<file path="src/rtl/conv_tile_if.sv">
// Handshake and coordinate bundle between the tile sequencer and its neighbours
// (coordinate generator, load/compute/store engines).
interface conv_tile_if #(
    parameter int unsigned CW = 16
);
    logic          conv_start;
    logic [CW-1:0] tile_base_n;
    logic [CW-1:0] tile_base_m;
    logic [CW-1:0] tile_base_row;
    logic [CW-1:0] tile_base_col;
    logic          conv_tile_done;
    logic          conv_done;
    logic          busy;
    logic          load_in_start;
    logic          load_wt_start;
    logic          load_out_start;
    logic          load_in_done;
    logic          load_wt_done;
    logic          load_out_done;
    logic          compute_start;
    logic          compute_done;
    logic          store_start;
    logic          store_done;
    logic [CW-1:0] tile_rows;
    logic [CW-1:0] tile_cols;
    logic [CW-1:0] tile_n_cnt;
    logic [CW-1:0] tile_m_cnt;
    logic          first_m;

    modport master (
        input  conv_start, tile_base_n, tile_base_m, tile_base_row, tile_base_col,
        input  load_in_done, load_wt_done, load_out_done, compute_done, store_done,
        output conv_tile_done, conv_done, busy,
        output load_in_start, load_wt_start, load_out_start, compute_start, store_start,
        output tile_rows, tile_cols, tile_n_cnt, tile_m_cnt, first_m
    );

    modport slave (
        output conv_start, tile_base_n, tile_base_m, tile_base_row, tile_base_col,
        output load_in_done, load_wt_done, load_out_done, compute_done, store_done,
        input  conv_tile_done, conv_done, busy,
        input  load_in_start, load_wt_start, load_out_start, compute_start, store_start,
        input  tile_rows, tile_cols, tile_n_cnt, tile_m_cnt, first_m
    );
endinterface

</file>
<file path="src/rtl/conv_tile_ctrl.sv">
// Per-tile sequencer: load -> compute -> store for each tile the coordinate generator
// presents, with clipped edge-tile extents, until the final tile of the layer.
module conv_tile_ctrl #(
    parameter int unsigned CW = 16,
    parameter int unsigned N  = 128,
    parameter int unsigned M  = 256,
    parameter int unsigned R  = 128,
    parameter int unsigned C  = 128,
    parameter int unsigned K  = 3,
    parameter int unsigned S  = 1,
    parameter int unsigned Tn = 16,
    parameter int unsigned Tm = 16,
    parameter int unsigned Tr = 64,
    parameter int unsigned Tc = 16
) (
    input logic          clk_i,
    input logic          rst_ni,
    conv_tile_if.master  tile_io
);

    localparam int unsigned RowStep = ((Tr + S - K) / S) * S;
    localparam int unsigned ColStep = ((Tc + S - K) / S) * S;
    localparam int unsigned RStep   = ((R + S - K) / S) * S;
    localparam int unsigned CStep   = ((C + S - K) / S) * S;

    localparam logic [CW:0] RowStepW = RowStep[CW:0];
    localparam logic [CW:0] ColStepW = ColStep[CW:0];
    localparam logic [CW:0] RStepW   = RStep[CW:0];
    localparam logic [CW:0] CStepW   = CStep[CW:0];
    localparam logic [CW:0] TnW      = Tn[CW:0];
    localparam logic [CW:0] TmW      = Tm[CW:0];
    localparam logic [CW:0] NW       = N[CW:0];
    localparam logic [CW:0] MW       = M[CW:0];

    typedef enum logic [2:0] {
        StIdle,
        StLoad,
        StCompute,
        StStore,
        StTdone,
        StWait
    } state_e;

    state_e        state_q;
    logic          busy_q;
    logic          conv_tile_done_q, conv_done_q;
    logic          load_in_start_q, load_wt_start_q, load_out_start_q;
    logic          compute_start_q, store_start_q;
    logic          in_done_q, wt_done_q, out_done_q;
    logic [CW-1:0] tile_rows_q, tile_cols_q, tile_n_cnt_q, tile_m_cnt_q;
    logic          first_m_q;

    logic [CW-1:0] tile_rows_d, tile_cols_d, tile_n_cnt_d, tile_m_cnt_d;
    logic          first_m_d;
    logic          last_d;
    logic          enter_load;
    logic          all_loaded;

    function automatic logic [CW-1:0] clip(input logic [CW-1:0] lim,
                                           input logic [CW-1:0] tile,
                                           input logic [CW-1:0] base);
        logic [CW-1:0] rem;
        rem = lim - base;
        return (rem < tile) ? rem : tile;
    endfunction

    always_comb begin
        tile_rows_d  = clip(R[CW-1:0], Tr[CW-1:0], tile_io.tile_base_row);
        tile_cols_d  = clip(C[CW-1:0], Tc[CW-1:0], tile_io.tile_base_col);
        tile_n_cnt_d = clip(N[CW-1:0], Tn[CW-1:0], tile_io.tile_base_n);
        tile_m_cnt_d = clip(M[CW-1:0], Tm[CW-1:0], tile_io.tile_base_m);
        first_m_d    = (tile_io.tile_base_m == '0);
        // Sums carried one bit wider so a base near the top of the range cannot wrap.
        last_d = (({1'b0, tile_io.tile_base_col} + ColStepW) >= CStepW) &&
                 (({1'b0, tile_io.tile_base_row} + RowStepW) >= RStepW) &&
                 (({1'b0, tile_io.tile_base_m}   + TmW)      >= MW)     &&
                 (({1'b0, tile_io.tile_base_n}   + TnW)      >= NW);
        enter_load = ((state_q == StIdle) && tile_io.conv_start) || (state_q == StWait);
        all_loaded = (in_done_q  | tile_io.load_in_done) &
                     (wt_done_q  | tile_io.load_wt_done) &
                     (out_done_q | tile_io.load_out_done);
    end

    always_ff @(posedge clk_i or negedge rst_ni) begin
        if (!rst_ni) begin
            state_q          <= StIdle;
            busy_q           <= 1'b0;
            conv_tile_done_q <= 1'b0;
            conv_done_q      <= 1'b0;
            load_in_start_q  <= 1'b0;
            load_wt_start_q  <= 1'b0;
            load_out_start_q <= 1'b0;
            compute_start_q  <= 1'b0;
            store_start_q    <= 1'b0;
            in_done_q        <= 1'b0;
            wt_done_q        <= 1'b0;
            out_done_q       <= 1'b0;
            tile_rows_q      <= '0;
            tile_cols_q      <= '0;
            tile_n_cnt_q     <= '0;
            tile_m_cnt_q     <= '0;
            first_m_q        <= 1'b0;
        end else begin
            conv_tile_done_q <= 1'b0;
            conv_done_q      <= 1'b0;
            load_in_start_q  <= 1'b0;
            load_wt_start_q  <= 1'b0;
            load_out_start_q <= 1'b0;
            compute_start_q  <= 1'b0;
            store_start_q    <= 1'b0;

            unique case (state_q)
                StIdle, StWait: ;
                StLoad: begin
                    in_done_q  <= in_done_q  | tile_io.load_in_done;
                    wt_done_q  <= wt_done_q  | tile_io.load_wt_done;
                    out_done_q <= out_done_q | tile_io.load_out_done;
                    if (all_loaded) begin
                        state_q         <= StCompute;
                        compute_start_q <= 1'b1;
                    end
                end
                StCompute: begin
                    if (tile_io.compute_done) begin
                        state_q       <= StStore;
                        store_start_q <= 1'b1;
                    end
                end
                StStore: begin
                    if (tile_io.store_done) begin
                        state_q          <= StTdone;
                        conv_tile_done_q <= 1'b1;
                        conv_done_q      <= last_d;
                    end
                end
                StTdone: begin
                    if (conv_done_q) begin
                        state_q <= StIdle;
                        busy_q  <= 1'b0;
                    end else begin
                        state_q <= StWait;
                    end
                end
                default: state_q <= StIdle;
            endcase

            // With first_m the partial-output load is skipped, so its sticky bit starts set.
            if (enter_load) begin
                state_q          <= StLoad;
                busy_q           <= 1'b1;
                load_in_start_q  <= 1'b1;
                load_wt_start_q  <= 1'b1;
                load_out_start_q <= ~first_m_d;
                in_done_q        <= 1'b0;
                wt_done_q        <= 1'b0;
                out_done_q       <= first_m_d;
                tile_rows_q      <= tile_rows_d;
                tile_cols_q      <= tile_cols_d;
                tile_n_cnt_q     <= tile_n_cnt_d;
                tile_m_cnt_q     <= tile_m_cnt_d;
                first_m_q        <= first_m_d;
            end
        end
    end

    assign tile_io.busy           = busy_q;
    assign tile_io.conv_tile_done = conv_tile_done_q;
    assign tile_io.conv_done      = conv_done_q;
    assign tile_io.load_in_start  = load_in_start_q;
    assign tile_io.load_wt_start  = load_wt_start_q;
    assign tile_io.load_out_start = load_out_start_q;
    assign tile_io.compute_start  = compute_start_q;
    assign tile_io.store_start    = store_start_q;
    assign tile_io.tile_rows      = tile_rows_q;
    assign tile_io.tile_cols      = tile_cols_q;
    assign tile_io.tile_n_cnt     = tile_n_cnt_q;
    assign tile_io.tile_m_cnt     = tile_m_cnt_q;
    assign tile_io.first_m        = first_m_q;

endmodule

</file>
<file path="src/flat_wrapper.sv">
// flat-port wrapper written by rule: the top's interface ports become plain ports
module conv_tile_ctrl_flat 
#(
    parameter int unsigned CW = 16,
    parameter int unsigned N  = 128,
    parameter int unsigned M  = 256,
    parameter int unsigned R  = 128,
    parameter int unsigned C  = 128,
    parameter int unsigned K  = 3,
    parameter int unsigned S  = 1,
    parameter int unsigned Tn = 16,
    parameter int unsigned Tm = 16,
    parameter int unsigned Tr = 64,
    parameter int unsigned Tc = 16
)
  (clk_i, rst_ni, tile_io_conv_start, tile_io_tile_base_n, tile_io_tile_base_m, tile_io_tile_base_row, tile_io_tile_base_col, tile_io_load_in_done, tile_io_load_wt_done, tile_io_load_out_done, tile_io_compute_done, tile_io_store_done, tile_io_conv_tile_done, tile_io_conv_done, tile_io_busy, tile_io_load_in_start, tile_io_load_wt_start, tile_io_load_out_start, tile_io_compute_start, tile_io_store_start, tile_io_tile_rows, tile_io_tile_cols, tile_io_tile_n_cnt, tile_io_tile_m_cnt, tile_io_first_m);
  conv_tile_if #(.CW(CW)) tile_io_i ();
  input logic clk_i;
  input logic rst_ni;
  input wire logic [$bits(tile_io_i.conv_start)-1:0] tile_io_conv_start;
  input wire logic [$bits(tile_io_i.tile_base_n)-1:0] tile_io_tile_base_n;
  input wire logic [$bits(tile_io_i.tile_base_m)-1:0] tile_io_tile_base_m;
  input wire logic [$bits(tile_io_i.tile_base_row)-1:0] tile_io_tile_base_row;
  input wire logic [$bits(tile_io_i.tile_base_col)-1:0] tile_io_tile_base_col;
  input wire logic [$bits(tile_io_i.load_in_done)-1:0] tile_io_load_in_done;
  input wire logic [$bits(tile_io_i.load_wt_done)-1:0] tile_io_load_wt_done;
  input wire logic [$bits(tile_io_i.load_out_done)-1:0] tile_io_load_out_done;
  input wire logic [$bits(tile_io_i.compute_done)-1:0] tile_io_compute_done;
  input wire logic [$bits(tile_io_i.store_done)-1:0] tile_io_store_done;
  output wire logic [$bits(tile_io_i.conv_tile_done)-1:0] tile_io_conv_tile_done;
  output wire logic [$bits(tile_io_i.conv_done)-1:0] tile_io_conv_done;
  output wire logic [$bits(tile_io_i.busy)-1:0] tile_io_busy;
  output wire logic [$bits(tile_io_i.load_in_start)-1:0] tile_io_load_in_start;
  output wire logic [$bits(tile_io_i.load_wt_start)-1:0] tile_io_load_wt_start;
  output wire logic [$bits(tile_io_i.load_out_start)-1:0] tile_io_load_out_start;
  output wire logic [$bits(tile_io_i.compute_start)-1:0] tile_io_compute_start;
  output wire logic [$bits(tile_io_i.store_start)-1:0] tile_io_store_start;
  output wire logic [$bits(tile_io_i.tile_rows)-1:0] tile_io_tile_rows;
  output wire logic [$bits(tile_io_i.tile_cols)-1:0] tile_io_tile_cols;
  output wire logic [$bits(tile_io_i.tile_n_cnt)-1:0] tile_io_tile_n_cnt;
  output wire logic [$bits(tile_io_i.tile_m_cnt)-1:0] tile_io_tile_m_cnt;
  output wire logic [$bits(tile_io_i.first_m)-1:0] tile_io_first_m;
  assign tile_io_i.conv_start = tile_io_conv_start;
  assign tile_io_i.tile_base_n = tile_io_tile_base_n;
  assign tile_io_i.tile_base_m = tile_io_tile_base_m;
  assign tile_io_i.tile_base_row = tile_io_tile_base_row;
  assign tile_io_i.tile_base_col = tile_io_tile_base_col;
  assign tile_io_i.load_in_done = tile_io_load_in_done;
  assign tile_io_i.load_wt_done = tile_io_load_wt_done;
  assign tile_io_i.load_out_done = tile_io_load_out_done;
  assign tile_io_i.compute_done = tile_io_compute_done;
  assign tile_io_i.store_done = tile_io_store_done;
  assign tile_io_conv_tile_done = tile_io_i.conv_tile_done;
  assign tile_io_conv_done = tile_io_i.conv_done;
  assign tile_io_busy = tile_io_i.busy;
  assign tile_io_load_in_start = tile_io_i.load_in_start;
  assign tile_io_load_wt_start = tile_io_i.load_wt_start;
  assign tile_io_load_out_start = tile_io_i.load_out_start;
  assign tile_io_compute_start = tile_io_i.compute_start;
  assign tile_io_store_start = tile_io_i.store_start;
  assign tile_io_tile_rows = tile_io_i.tile_rows;
  assign tile_io_tile_cols = tile_io_i.tile_cols;
  assign tile_io_tile_n_cnt = tile_io_i.tile_n_cnt;
  assign tile_io_tile_m_cnt = tile_io_i.tile_m_cnt;
  assign tile_io_first_m = tile_io_i.first_m;
  conv_tile_ctrl #(.CW(CW), .N(N), .M(M), .R(R), .C(C), .K(K), .S(S), .Tn(Tn), .Tm(Tm), .Tr(Tr), .Tc(Tc)) u_core (.clk_i(clk_i), .rst_ni(rst_ni), .tile_io(tile_io_i));
endmodule
</file>
<file path="config.mk">
export PLATFORM = sky130hd
export DESIGN_NAME = conv_tile_ctrl_flat
export DESIGN_NICKNAME = d
export VERILOG_FILES = /design/src/rtl/conv_tile_if.sv /design/src/rtl/conv_tile_ctrl.sv /design/src/flat_wrapper.sv
export SDC_FILE = /design/constraint.sdc
export NUM_CORES = 1
export LEC_CHECK = 0
export BUFFER_PORTS_ARGS = -buffer_cell sky130_fd_sc_hd__buf_4
export CAP_MARGIN = 40
export CORE_ASPECT_RATIO = 1.75
export CORE_MARGIN = 2
export CORE_UTILIZATION = 45
export DETAILED_ROUTE_END_ITERATION = 10
export MAX_ROUTING_LAYER = met4
export PLACE_DENSITY = 0.72
export SLEW_MARGIN = 20
export SYNTH_ARGS = -nofsm -noshare
export SYNTH_HDL_FRONTEND = slang
export SYNTH_SLANG_ARGS = --single-unit
</file>
<file path="constraint.sdc">
create_clock -name clk_i -period 5.4 [get_ports clk_i]
set_clock_uncertainty 0.05 [all_clocks]
set_input_delay 0.81 -clock clk_i [delete_from_list [all_inputs] [get_ports clk_i]]
set_output_delay 0.81 -clock clk_i [all_outputs]
set_load 0.01 [all_outputs]
</file>
==> results.yml, run 1 <==
placed_design:
  placed_cell_area_um2: 5530
  place_hpwl_um: 8660
  place.gp.congestion: 0.915
  io_buffers: 144
drt:
  drt-initial-drc-count: 166
  dr_total_vias: 3892
  drc: 0
  wl_um: 11200
  via_per_inst: 5.43
  wl_per_cell_um: 15.7
  drtAntennaViolNets: 0
  first_pass_iters: 4
die:
  die_height_um: 134
  die_w_um: 78.4
  ios: 145
  row_count: 47
  initial_core_util_pct: 46.0
  fp.dieArea_um2: 10500
  core-area_um2: 9470
clocking:
  h-tree-depth: 3
  cts_tree: "yes"
  cts_made_buffers: 9
  clkLatencyLatePin_ns: 0.32
  clockBufferDepth: 2
  cts.sinks: 78
  cts-root-buf: "clkbuf_16"
  post_cts_buffers: 0
  postCtsHoldBufs: 0
  cts_resized: 0
  clk_pin_slew_ns: 0.06
cells_and_area:
  syn2layout_area_growth_pct: 35.0
  fin_area_um2: 5880
  fin_nets: 668
  register_area_um2: 1950
  drive_above_1_share_pct: 32.3
  multi_input_area_um2: 2230
  layout_commonest_cell: "buf_4"
  nFillCells: 819
  antenna-diode-count: 0
  final_cell_mix: "145 x buf_4, 78 x dfrtp_1, 45 x and2_1"
logic_synthesis:
  syn-mean-instance-area_um2: 9.59
  ys.flop_type: "dfrtp_1"
  postSynthCellCount: 454
  yosys.area.top_type_share_pct: 44.8
  ys_warn_count: 0
  ys_async_sr_fraction_pct: 100
  synth_cell_types: 72
  synth_nets: 532
  synth_edf_count: 0
  synth_area_leaders: "dfrtp_1 45%, and2_1 6.5%, nor2_1 3.4%, xnor2_1 2.8%, a22o_1 2.2%"
  synth_top_cell_by_area: "dfrtp_1"
  ys_seq_area_share_pct: 44.8
  synth_area_um2: 4360
  ys_ff_latch: 78
grt:
  grt-ovfl-total: 0
  antenna_found_initial: 0
  grt_use_total_pct: 22.6
  grt_max_degree: 67
  grt_pass1_vias: 3964
  grt_pass1_wl_um: 18500
timing:
  tightest_slew_ns: 0.770
  finalSetupTns_ns: 0
  relSlewSlack_pct: 48.0
  drv_slew: 0
  post-route-period-util_pct: 57.3
  setup-violations-final: 0
  max_freq_ghz: 0.323
  rsz0062_at_grt: "false"
  period_needed_ns: 3.09
  hold_violations: 0
critical_path:
  crit_buf_inv: 2
  critical_path.slowest_cell: "or4_4"
  reg2regPathDepth: 7
  critPathTopFamily: "simple AND/OR/NAND/NOR gates"
  cp_max_fo: 7
  crit_type: "in -> reg"
  cp-start-kind: "input port"
  cp_data_required_time_ns: 5.57
  crit_chain: "buf_4, inv_1, ha_1, nor4b_2, nand2_1, mux2_2, o311a_1, or4_4, o21a_1"
  critPathCaptureType: "flip-flop"
  cp.depth: 9
  slowest_delay_ns: 0.61
  cp_data_arrival_time_ns: 3.26
job:
  drv_cap: 0
outcome:
  status: "finished, final reports clean"
min_path:
  min_path_type: "in -> async"
power_and_ir_drop:
  powerDensity_nw_per_um2: 295
  ir_drop_mv: 0.214
  power.leakage_nw: 2.76
-- layer usage --
metal  part of all wire [%]  track usage [%]
met1                     38             23.3
met2                     56             41.9
met3                    4.3             3.50
met4                    2.0             9.65
met5                      0                -
-- power by group --
part	internal [W]	switching, W	total (W)
Combinational	0.000147	0.000218	0.000364
Sequential	0.000628	0.0000401	0.000668
Clock	0.000468	0.000232	0.000700
-- cell usage after synthesis (6+ instances only) --
cell type,n
o21ai_0,11
nor3_1,16
nand3_1,10
xnor2_1,14
a21oi_1,17
ha_1,6
or3_1,11
dfrtp_1,78
and2_1,45
nor4b_1,6
nor2_1,39
o21ai_2,6
inv_1,20
clkbuf_1,17
nor4_1,8
a22o_1,11
xor2_1,7
or2_2,6
nand2_1,24
-- per-stage QoR --
stage / total power (W) / hold WS (ns) / instances / setup slack (ns) / util (%)
2_1_floorplan: 0.000882 / 0.413 / 454 / 2.29 / -
3_3_place_gp: 0.00103 / 0.415 / 700 / 2.07 / 58.2
3_5_place_dp: 0.00105 / 0.417 / 701 / 1.97 / 58.4
4_1_cts: 0.00175 / 0.421 / 717 / 2.31 / 62.1
5_1_grt: 0.00183 / 0.445 / 717 / 2.17 / 62.1
6_report: 0.00173 / 0.407 / 717 / 2.31 / 62.1
-- final timing paths --
path / startpoint / end / slack (ns)
max in group asynchronous: rst_ni / u_core.tile_io.tile_cols[4]$_DFFE_PN0N_ / 4.30
hold reg to reg: u_core.tile_io.tile_rows[4]$_DFFE_PN0N_ / u_core.tile_io.tile_rows[4]$_DFFE_PN0N_ / 0.43
setup reg to reg: u_core.state_q[0]$_DFFE_PN0P_ / u_core.tile_io.tile_m_cnt[2]$_DFFE_PN0N_ / 2.65
min in group clk_i: u_core.tile_io.tile_rows[4]$_DFFE_PN0N_ / u_core.tile_io.tile_rows[4]$_DFFE_PN0N_ / 0.43
hold / removal: rst_ni / u_core.tile_io.tile_m_cnt[7]$_DFFE_PN0N_ / 0.41
setup / recovery: tile_io_tile_base_row[1] / u_core.tile_io.tile_rows[6]$_DFFE_PN0N_ / 2.31
-- final cells by class --
class	instances	area share, %
multi-input combinational	334	38.0
sequential	78	33.2
timing repair buffer	146	18.8
clock buffer	10	4.06
tap	122	2.60
clock inverter	6	1.98
inverter	21	1.34
-- cell families after synthesis --
group,Yosys count,share of synthesized area (%)
muxes,5,1.21
adders and majority gates,6,1.72
buffers and inverters,42,3.91
and+or+nand+nor,206,27.5
DFF,78,44.8
xor gates and xnor gates,21,4.22
AOI/OAI and AO/OA,96,16.6
-- sequential cells by signal, summed over array words and instances, names as in the netlist, 3 cells and up --
| register | flops |
|---|---|
| u_core.tile_io.tile_cols | 16 |
| u_core.state_q | 3 |
| u_core.tile_io.tile_rows | 16 |
| u_core.tile_io.tile_n_cnt | 16 |
| u_core.tile_io.tile_m_cnt | 16 |
No activity file was read; power rests on OpenSTA's default activity.
==> run 2: changes to the inputs <==
Settings changed: PLACE_DENSITY 0.72 to 0.75.
Clock period 5.4 ns to 2.72 ns, I/O delays scaled along.
==> results.yml, run 2 (synthesis gave the netlist of run 1 again) <==
min_path:
  min_path_type: "in -> async"
die:
  initial_core_util_pct: 46.0
  fp.dieArea_um2: 10500
  die_height_um: 134
  die_w_um: 78.4
  row_count: 47
  core-area_um2: 9470
  ios: 145
drt:
  dr_total_vias: 4056
  drc: 0
  wl_per_cell_um: 15.6
  first_pass_iters: 4
  drtAntennaViolNets: 0
  drt-initial-drc-count: 202
  wl_um: 11400
  via_per_inst: 5.52
critical_path:
  rrSetupSlack_ns: 0.39
  cp_data_arrival_time_ns: 2.73
  r2r-end: "u_core.tile_io.tile_rows[6]$_DFFE_PN0N_"
  slowest_delay_ns: 0.66
  crit_start: "tile_io_tile_base_col[1]"
  crit_chain: "buf_4, inv_1, ha_1, or3b_2, or4b_2, a21oi_1, a21oi_1, a2111oi_4, a22o_1"
  cp_common_cell: "a21oi_1"
  critPathTopFamily: "simple AND/OR/NAND/NOR gates"
  crit_type: "in -> reg"
  cp_max_fo: 5
  critPathCaptureType: "flip-flop"
  critical_path.slowest_cell: "or4b_2"
  cp_data_required_time_ns: 2.93
  rr_startpoint: "u_core.state_q[0]$_DFFE_PN0P_"
  crit_buf_inv: 2
  cp-start-kind: "input port"
  reg2regPathDepth: 7
outcome:
  status: "finished with violations"
  failed_checks: "negative hold slack"
cells_and_area:
  layout_commonest_cell: "buf_4"
  antenna-diode-count: 0
  finalNonFillerCells: 735
  fin_nets: 688
  syn2layout_area_growth_pct: 37.5
  drive_above_1_share_pct: 34.3
  nFillCells: 797
  fin_area_um2: 5990
  final_cell_mix: "165 x buf_4, 78 x dfrtp_1, 45 x and2_1"
timing:
  setup-violations-final: 0
  tightest_slew_ns: 0.692
  drv_slew: 0
  hold_violations: 13
  rsz0062_at_grt: "false"
  period_needed_ns: 2.52
  post-route-period-util_pct: 92.6
  hold_ws_ns: -0.0140
  max_freq_ghz: 0.397
  relSlewSlack_pct: 53.5
clocking:
  clkLatencyLatePin_ns: 0.33
  h-tree-depth: 3
  clockBufferDepth: 2
  cts_tree: "yes"
  clk_pin_slew_ns: 0.06
  postCtsHoldBufs: 0
  cts_made_buffers: 9
  post_cts_buffers: 0
  cts-root-buf: "clkbuf_16"
  cts.sinks: 78
  cts_resized: 0
job:
  drv_cap: 0
power_and_ir_drop:
  p_switching_w: 0.000949
  internal_power_w: 0.00240
  seq_power_share_pct: 38.9
  power_frac_clock_pct: 37.1
  ir_drop_mv: 0.359
  p_comb_share_pct: 24.0
  switching_share_pct: 28.4
  power.leakage_nw: 2.83
  powerDensity_nw_per_um2: 559
placed_design:
  placed_cell_area_um2: 5680
  place.gp.congestion: 0.920
  io_buffers: 144
  place_inst: 721
  place_hpwl_um: 9010
grt:
  grt_max_degree: 43
  grt_use_total_pct: 22.9
  grt_pass1_vias: 4151
  grt_pass1_wl_um: 18700
  grt-ovfl-total: 0
  antenna_found_initial: 0
-- run 2: power by group through the flow --
| stage | clock network [W] | registers (W) | logic, W |
|---|---|---|---|
| after global placement | 0 | 0.00132 | 0.000781 |
| after floorplan | 0 | 0.00132 | 0.000433 |
| final | 0.00124 | 0.00130 | 0.000802 |
| after detailed placement | 0 | 0.00132 | 0.000811 |
| after global routing | 0.00132 | 0.00131 | 0.000899 |
| after CTS | 0.00126 | 0.00130 | 0.000815 |
-- run 2: metrics by stage --
stage	setup TNS [ns]	total power (W)	utilization [%]	hold WS, ns	setup slack, ns
3_3_place_gp	-0.103	0.00210	59.7	0.410	-0.0261
4_1_cts	0	0.00338	63.2	0.000898	0.201
5_1_grt	0	0.00353	63.2	0.0214	0.0856
3_5_place_dp	-0.593	0.00213	60.0	0.356	-0.136
2_1_floorplan	0	0.00175	-	0.0624	0.0101
6_report	0	0.00335	63.2	-0.0140	0.201
-- run 2: layout make-up --
| type | instances | area, um^2 | area share, % |
|---|---|---|---|
| well taps | 122 | 153 | 2.55 |
| repair buffers | 166 | 1260 | 21.0 |
| clock buffers | 10 | 239 | 3.99 |
| clock inverters | 4 | 72.6 | 1.21 |
| multi-input cells | 334 | 2230 | 37.3 |
| flip-flops and latches | 78 | 1950 | 32.6 |
| inverters | 21 | 78.8 | 1.32 |
-- run 2: how the worst max path moves through the flow --
stage | cells after the start | end
after floorplan | 9 | u_core.tile_io.tile_rows[6]$_DFFE_PN0N_
after global placement | 9 | u_core.tile_io.tile_cols[1]$_DFFE_PN0N_
after detailed placement | 9 | u_core.tile_io.tile_cols[1]$_DFFE_PN0N_
after CTS | 9 | u_core.tile_io.tile_cols[1]$_DFFE_PN0N_
after global routing | 9 | u_core.tile_io.tile_cols[2]$_DFFE_PN0N_
final | 9 | u_core.tile_io.tile_cols[1]$_DFFE_PN0N_
-- run 2: routing by layer --
layer	share of wire (%)	wire, um	track usage (%)	up-vias
met2	54	6210	40.6	142
met1	37	4190	23.0	1925
met4	4.8	554	14.5	0
li1	-	-	-	1951
met5	0	0	-	-
met3	4.3	488	3.63	38
